`src/rtl/dec_scan_seq_if.sv`:
```
// Control/status bundle between the decoder scan sequencer and whatever drives it.
// oneshot/done are present only when SCAN_ONESHOT_EN is defined.
interface dec_scan_seq_if #(
  parameter int SEL_W   = 3,
  parameter int DWELL_W = 8
);
  logic               start;
  logic               stop;
  logic               dir;
  logic [SEL_W-1:0]   start_sel;
  logic [DWELL_W-1:0] dwell;
  logic [SEL_W-1:0]   dec_i;
  logic               dec_en;
  logic               busy;
  logic               wrap;
`ifdef SCAN_ONESHOT_EN
  logic               oneshot;
  logic               done;

  modport master (
    output start, stop, dir, start_sel, dwell, oneshot,
    input  dec_i, dec_en, busy, wrap, done
  );
  modport slave (
    input  start, stop, dir, start_sel, dwell, oneshot,
    output dec_i, dec_en, busy, wrap, done
  );
`else
  modport master (
    output start, stop, dir, start_sel, dwell,
    input  dec_i, dec_en, busy, wrap
  );
  modport slave (
    input  start, stop, dir, start_sel, dwell,
    output dec_i, dec_en, busy, wrap
  );
`endif
endinterface

```
`src/rtl/dec_scan_seq.sv`:
```
// Scan sequencer for the 3-to-8 decoder: steps dec_i through all codes with a dwell and a 1-cycle blanking gap.
// Latency: outputs registered, dec_en rises 1 cycle after start; no backpressure, stop halts on the next edge.
// SCAN_ONESHOT_EN adds oneshot/done: a single 8-code sweep ending in IDLE.
module dec_scan_seq #(
  parameter int SEL_W   = 3,
  parameter int DWELL_W = 8
) (
  input logic           clk,
  input logic           rst,
  dec_scan_seq_if.slave bus
);

  typedef enum logic [1:0] {
    IDLE = 2'd0,
    RUN  = 2'd1,
    GAP  = 2'd2
  } state_t;

  state_t             state_q, state_d;
  logic [SEL_W-1:0]   sel_q, sel_d;
  logic               en_q, en_d;
  logic               busy_q, busy_d;
  logic               wrap_q, wrap_d;
  logic [DWELL_W-1:0] cnt_q, cnt_d;
  logic [DWELL_W-1:0] dw_q, dw_d;

  logic [DWELL_W-1:0] cnt_inc;
  logic               dwell_last;
  logic [SEL_W-1:0]   sel_adv;
  logic               adv_wraps;
  logic               finish;

`ifdef SCAN_ONESHOT_EN
  logic               os_q, os_d;
  logic               done_q, done_d;
  logic [SEL_W-1:0]   codes_q, codes_d;

  // codes_q counts codes already presented; the 8th code ends a oneshot sweep
  assign finish = os_q && (codes_q == '1);
`else
  assign finish = 1'b0;
`endif

  assign cnt_inc    = cnt_q + DWELL_W'(1);
  assign dwell_last = (cnt_inc == dw_q);
  assign sel_adv    = bus.dir ? (sel_q - SEL_W'(1)) : (sel_q + SEL_W'(1));
  assign adv_wraps  = bus.dir ? (sel_q == '0) : (sel_q == '1);

  always_comb begin
    state_d = state_q;
    sel_d   = sel_q;
    en_d    = en_q;
    busy_d  = busy_q;
    wrap_d  = 1'b0;
    cnt_d   = cnt_q;
    dw_d    = dw_q;
`ifdef SCAN_ONESHOT_EN
    os_d    = os_q;
    codes_d = codes_q;
    done_d  = 1'b0;
`endif
    unique case (state_q)
      IDLE: begin
        en_d   = 1'b0;
        busy_d = 1'b0;
        if (bus.start && !bus.stop) begin
          state_d = RUN;
          sel_d   = bus.start_sel;
          cnt_d   = '0;
          dw_d    = (bus.dwell == '0) ? DWELL_W'(1) : bus.dwell;
          en_d    = 1'b1;
          busy_d  = 1'b1;
`ifdef SCAN_ONESHOT_EN
          os_d    = bus.oneshot;
          codes_d = '0;
`endif
        end
      end
      RUN: begin
        if (bus.stop) begin
          state_d = IDLE;
          en_d    = 1'b0;
          busy_d  = 1'b0;
        end else if (dwell_last && finish) begin
          // end of a oneshot sweep: blank and hold the last code, no advance
          state_d = IDLE;
          en_d    = 1'b0;
          busy_d  = 1'b0;
`ifdef SCAN_ONESHOT_EN
          done_d  = 1'b1;
`endif
        end else if (dwell_last) begin
          state_d = GAP;
          en_d    = 1'b0;
          sel_d   = sel_adv;
          wrap_d  = adv_wraps;
          cnt_d   = '0;
`ifdef SCAN_ONESHOT_EN
          codes_d = codes_q + SEL_W'(1);
`endif
        end else begin
          cnt_d = cnt_inc;
        end
      end
      GAP: begin
        if (bus.stop) begin
          state_d = IDLE;
          en_d    = 1'b0;
          busy_d  = 1'b0;
        end else begin
          state_d = RUN;
          en_d    = 1'b1;
          cnt_d   = '0;
        end
      end
      default: begin
        state_d = IDLE;
        en_d    = 1'b0;
        busy_d  = 1'b0;
      end
    endcase
  end

  always_ff @(posedge clk or posedge rst) begin
    if (rst) begin
      state_q <= IDLE;
      sel_q   <= '0;
      en_q    <= 1'b0;
      busy_q  <= 1'b0;
      wrap_q  <= 1'b0;
      cnt_q   <= '0;
      dw_q    <= DWELL_W'(1);
`ifdef SCAN_ONESHOT_EN
      os_q    <= 1'b0;
      done_q  <= 1'b0;
      codes_q <= '0;
`endif
    end else begin
      state_q <= state_d;
      sel_q   <= sel_d;
      en_q    <= en_d;
      busy_q  <= busy_d;
      wrap_q  <= wrap_d;
      cnt_q   <= cnt_d;
      dw_q    <= dw_d;
`ifdef SCAN_ONESHOT_EN
      os_q    <= os_d;
      done_q  <= done_d;
      codes_q <= codes_d;
`endif
    end
  end

  assign bus.dec_i  = sel_q;
  assign bus.dec_en = en_q;
  assign bus.busy   = busy_q;
  assign bus.wrap   = wrap_q;
`ifdef SCAN_ONESHOT_EN
  assign bus.done   = done_q;
`endif

endmodule

```
`src/flat_wrapper.sv`:
```
// flat-port wrapper written by rule: the top's interface ports become plain ports
module dec_scan_seq_flat 
#(
  parameter int SEL_W   = 3,
  parameter int DWELL_W = 8
)
  (clk, rst, bus_start, bus_stop, bus_dir, bus_start_sel, bus_dwell, bus_dec_i, bus_dec_en, bus_busy, bus_wrap);
  dec_scan_seq_if #(.SEL_W(SEL_W), .DWELL_W(DWELL_W)) bus_i ();
  input logic clk;
  input logic rst;
  input wire logic [$bits(bus_i.start)-1:0] bus_start;
  input wire logic [$bits(bus_i.stop)-1:0] bus_stop;
  input wire logic [$bits(bus_i.dir)-1:0] bus_dir;
  input wire logic [$bits(bus_i.start_sel)-1:0] bus_start_sel;
  input wire logic [$bits(bus_i.dwell)-1:0] bus_dwell;
  output wire logic [$bits(bus_i.dec_i)-1:0] bus_dec_i;
  output wire logic [$bits(bus_i.dec_en)-1:0] bus_dec_en;
  output wire logic [$bits(bus_i.busy)-1:0] bus_busy;
  output wire logic [$bits(bus_i.wrap)-1:0] bus_wrap;
  assign bus_i.start = bus_start;
  assign bus_i.stop = bus_stop;
  assign bus_i.dir = bus_dir;
  assign bus_i.start_sel = bus_start_sel;
  assign bus_i.dwell = bus_dwell;
  assign bus_dec_i = bus_i.dec_i;
  assign bus_dec_en = bus_i.dec_en;
  assign bus_busy = bus_i.busy;
  assign bus_wrap = bus_i.wrap;
  dec_scan_seq #(.SEL_W(SEL_W), .DWELL_W(DWELL_W)) u_core (.clk(clk), .rst(rst), .bus(bus_i));
endmodule
```
`config.mk`:
```
export PLATFORM = sky130hd
export DESIGN_NAME = dec_scan_seq_flat
export DESIGN_NICKNAME = d
export VERILOG_FILES = /design/src/rtl/dec_scan_seq_if.sv /design/src/rtl/dec_scan_seq.sv /design/src/flat_wrapper.sv
export SDC_FILE = /design/constraint.sdc
export NUM_CORES = 1
export LEC_CHECK = 0
export ABC_CLOCK_PERIOD_IN_PS = 2500
export CELL_PAD_IN_SITES_DETAIL_PLACEMENT = 2
export CELL_PAD_IN_SITES_GLOBAL_PLACEMENT = 2
export CORE_AREA = 4 4 75 77
export DETAILED_ROUTE_END_ITERATION = 8
export DIE_AREA = 0 0 79 81
export PLACE_DENSITY = 0.8
export SLEW_MARGIN = 20
export SYNTH_ARGS = -nofsm -noshare
export SYNTH_HDL_FRONTEND = slang
export SYNTH_SLANG_ARGS = --single-unit
```
`constraint.sdc`:
```
create_clock -name clk -period 2.5 [get_ports clk]
set_clock_uncertainty 0.05 [all_clocks]
set_input_delay 0.375 -clock clk [delete_from_list [all_inputs] [get_ports clk]]
set_output_delay 0.375 -clock clk [all_outputs]
set_load 0.02 [all_outputs]
```
==> out/metrics.cfg <==
[power_and_ir_drop]
p_leak_nw=0.8694
power.internal_mw=1.290
switching_share_pct=43.34
pwr-share-clk_pct=15.4
p_switching_mw=0.9872
ir_worst_vdd_mv=0.4214
power_density_nw_per_um2=1120
combPwrFrac_pct=51.1
p_seq_share_pct=33.5

[sta]
setup_viol=0
slew_headroom_pct=60.89
finalHoldViolCount=0
finalSetupTns_ns=0
max_clock_freq_mhz=420.8
finalHoldWorstSlack_ns=0.3854
worst_slew_pin_slew_ns=0.5850
fin_crit_ns=2.377
fin_crit_sh_pct=95.06
finalMaxSlewViolations=0

[place]
place_area_um2=1924
numPortBuffers=21
hpwl_um=4159
gp_congestion=0.8977
place_inst=267

[floorplan]
ios=22
start_util_pct=31.97
die_w_um=79
core_um2=5010
floorplan.die.height_um=81
rows=26
dieArea_um2=6399

[logic_synthesis]
synth.largest_area_cell=dfrtp_1
syn_area_per_cell_um2=9.152
synth_edf_count=0
syn_inst=175
synth_cell_types=49
yosysWarningCount=0
ys_ff_latch=24
syn_area_um2=1602
ys_async_sr_fraction_pct=100.0
synth_nets=197
seq_area_frac_synth_pct=37.58
synth_top_area_share_pct=35.94
ys.flop_type=dfrtp_1
synthTopCellsByArea=dfrtp_1, nand2_1, mux2_2

[setup_path]
path_buf_inv=0
max_stage_delay_ns=0.49
startpoint_type=flop
critPathTopFamily=simple AND/OR/NAND/NOR gates
cp.required_ns=2.65
worstSetupPathType=flop to flop
ff2ff_path_depth=6
arrival_ns=2.53
cpMaxStageDelayCell=dfrtp_2
worstPathCellList=and4_1, nand4_1, a32o_1, o211a_4, or4_1, o21ai_1
crit_path_end_kind=flop
path_depth=6
crit_path_max_fanout=10

[cells_and_area]
layout.core_utilization_pct=40.58
drive_gt1_share_pct=19.12
nFillCells=566
antennaDiodeCount=0
fin_cells=274
final_common_cell=nand2_1
area_delta_synth_final_pct=26.95
layout_common_cells=nand2_1, clkdlybuf4s50_1, dfrtp_1
fin_nets=227
final_area_um2=2033

[clock_network]
cts_buffer_depth=2
ctsHtreeMaxLevel=1
clk_latency_ns=0.28
cts_hold_buf=0
cts_tree=built
root_buffer=clkbuf_8
cts_num_sinks=24
cts_made_buffers=3
cts.clk_slew.worst_paths_ns=0.09

[global_route]
grt_start_max_net_pins=25
track_usage_pct=17.98
antenna_found_initial=0
grt_pass1_wl_um=8756
grt.overflow.total=0
grt_pass1_vias=1634

[status]
status=complete, no violations

[routing]
route.vias.total=1482
final_antenna_net_count=0
drc=0
finalWirelength_um=5527
post_drt_wl_per_cell_um=20.17
via_per_inst=5.409
drtIter0Drc=70
dr.pass1.iters=4

[job]
cap_violations=0

[worst_hold_path]
worstHoldPathType=primary input to asynchronous set/reset pin

-- final timing paths --
path                       slack (ns)                     endpoint                   startpoint
min                              0.39   u_core.dw_q[1]$_DFFE_PP0P_                          rst
max reg2reg                      0.12  u_core.cnt_q[6]$_DFFE_PP0P_  u_core.cnt_q[3]$_DFFE_PP0P_
min in group clk                 0.46   u_core.dw_q[0]$_DFFE_PP1P_   u_core.dw_q[0]$_DFFE_PP1P_
max in group asynchronous        1.73   u_core.dw_q[0]$_DFFE_PP1P_                          rst
min reg2reg                      0.46   u_core.dw_q[0]$_DFFE_PP1P_   u_core.dw_q[0]$_DFFE_PP1P_
max                              0.12  u_core.cnt_q[6]$_DFFE_PP0P_  u_core.cnt_q[3]$_DFFE_PP0P_
-- stage by stage --
step / setup WS [ns] / power [mW]
2_1_floorplan: 0.2521 / 1.458
3_3_place_gp: 0.2492 / 1.757
3_5_place_dp: 0.06260 / 1.867
4_1_cts: 0.01684 / 2.231
5_1_grt: -0.007228 / 2.446
6_report: 0.1235 / 2.278
-- sequential cells by signal (all words and copies together), names as in the netlist --
| register | cells |
|---|---|
| u_core.bus.dec_i | 3 |
| u_core.bus.wrap | 1 |
| u_core.cnt_q | 8 |
| u_core.bus.dec_en | 1 |
| u_core.bus.busy | 1 |
| u_core.state_q | 2 |
| u_core.dw_q | 8 |
-- cells in the mapped netlist, types with 3 or more instances --
cell type   n
nand3_1     3
mux2_2      7
ha_1        5
and3_1      3
o21ai_0     6
o211ai_1    5
nand2_1    23
inv_1      12
nor2_1      4
buf_4       4
xnor2_1     5
a21oi_1     8
xor2_1      5
or3_1       4
clkbuf_1    4
nor3_1      8
dfrtp_1    23
nand2b_1    3
nor4_1      3
o22ai_1     3
-- routing by layer --
metal	GRT usage (%)	share of wire, %
met5	0	0
met4	6.357	2.4
met3	2.106	2.2
met2	33.42	53
met1	21.33	43
-- power groups by stage --
stage | Sequential [mW] | Clock [mW] | Combinational, mW
floorplan | 0.711 | 0 | 0.747
global placement | 0.742 | 0 | 1.01
detailed placement | 0.767 | 0 | 1.10
CTS | 0.763 | 0.356 | 1.11
global route | 0.785 | 0.381 | 1.28
finish | 0.762 | 0.352 | 1.16
-- logic make-up after synthesis --
| kind of cell | Yosys count | synth area share (%) |
|---|---|---|
| and+or+nand+nor | 68 | 23.20 |
| AOI/OAI and AO/OA | 38 | 16.80 |
| DFF | 24 | 37.58 |
| buffers and inverters | 21 | 5.937 |
| xor gates and xnor gates | 10 | 5.469 |
| muxes | 8 | 5.859 |
| adders and majority gates | 6 | 5.156 |
-- final cells by class --
type                    instances  area, um^2  area share [%]
inverters                      12       45.04           2.215
flip-flops and latches         24       605.6           29.78
clock buffers                   3       41.29           2.031
well taps                      70       87.58           4.308
clock inverters                 1       30.03           1.477
multi-input cells             130       915.9           45.05
repair buffers                 34       307.8           15.14
-- tightest hold or removal path, stage by stage --
cell             delay (ns)
clkdlybuf4s50_1        0.39
inv_1                  0.05
buf_4                  0.30
-- repair_timing --
action                                  in CTS  in global routing
pin swaps                                    0                  0
buffers inserted                             0                  3
gates resized for setup                      1                  4
endpoints found under the setup margin       1                  8
Note: power is estimated with default switching activity, not from simulation.
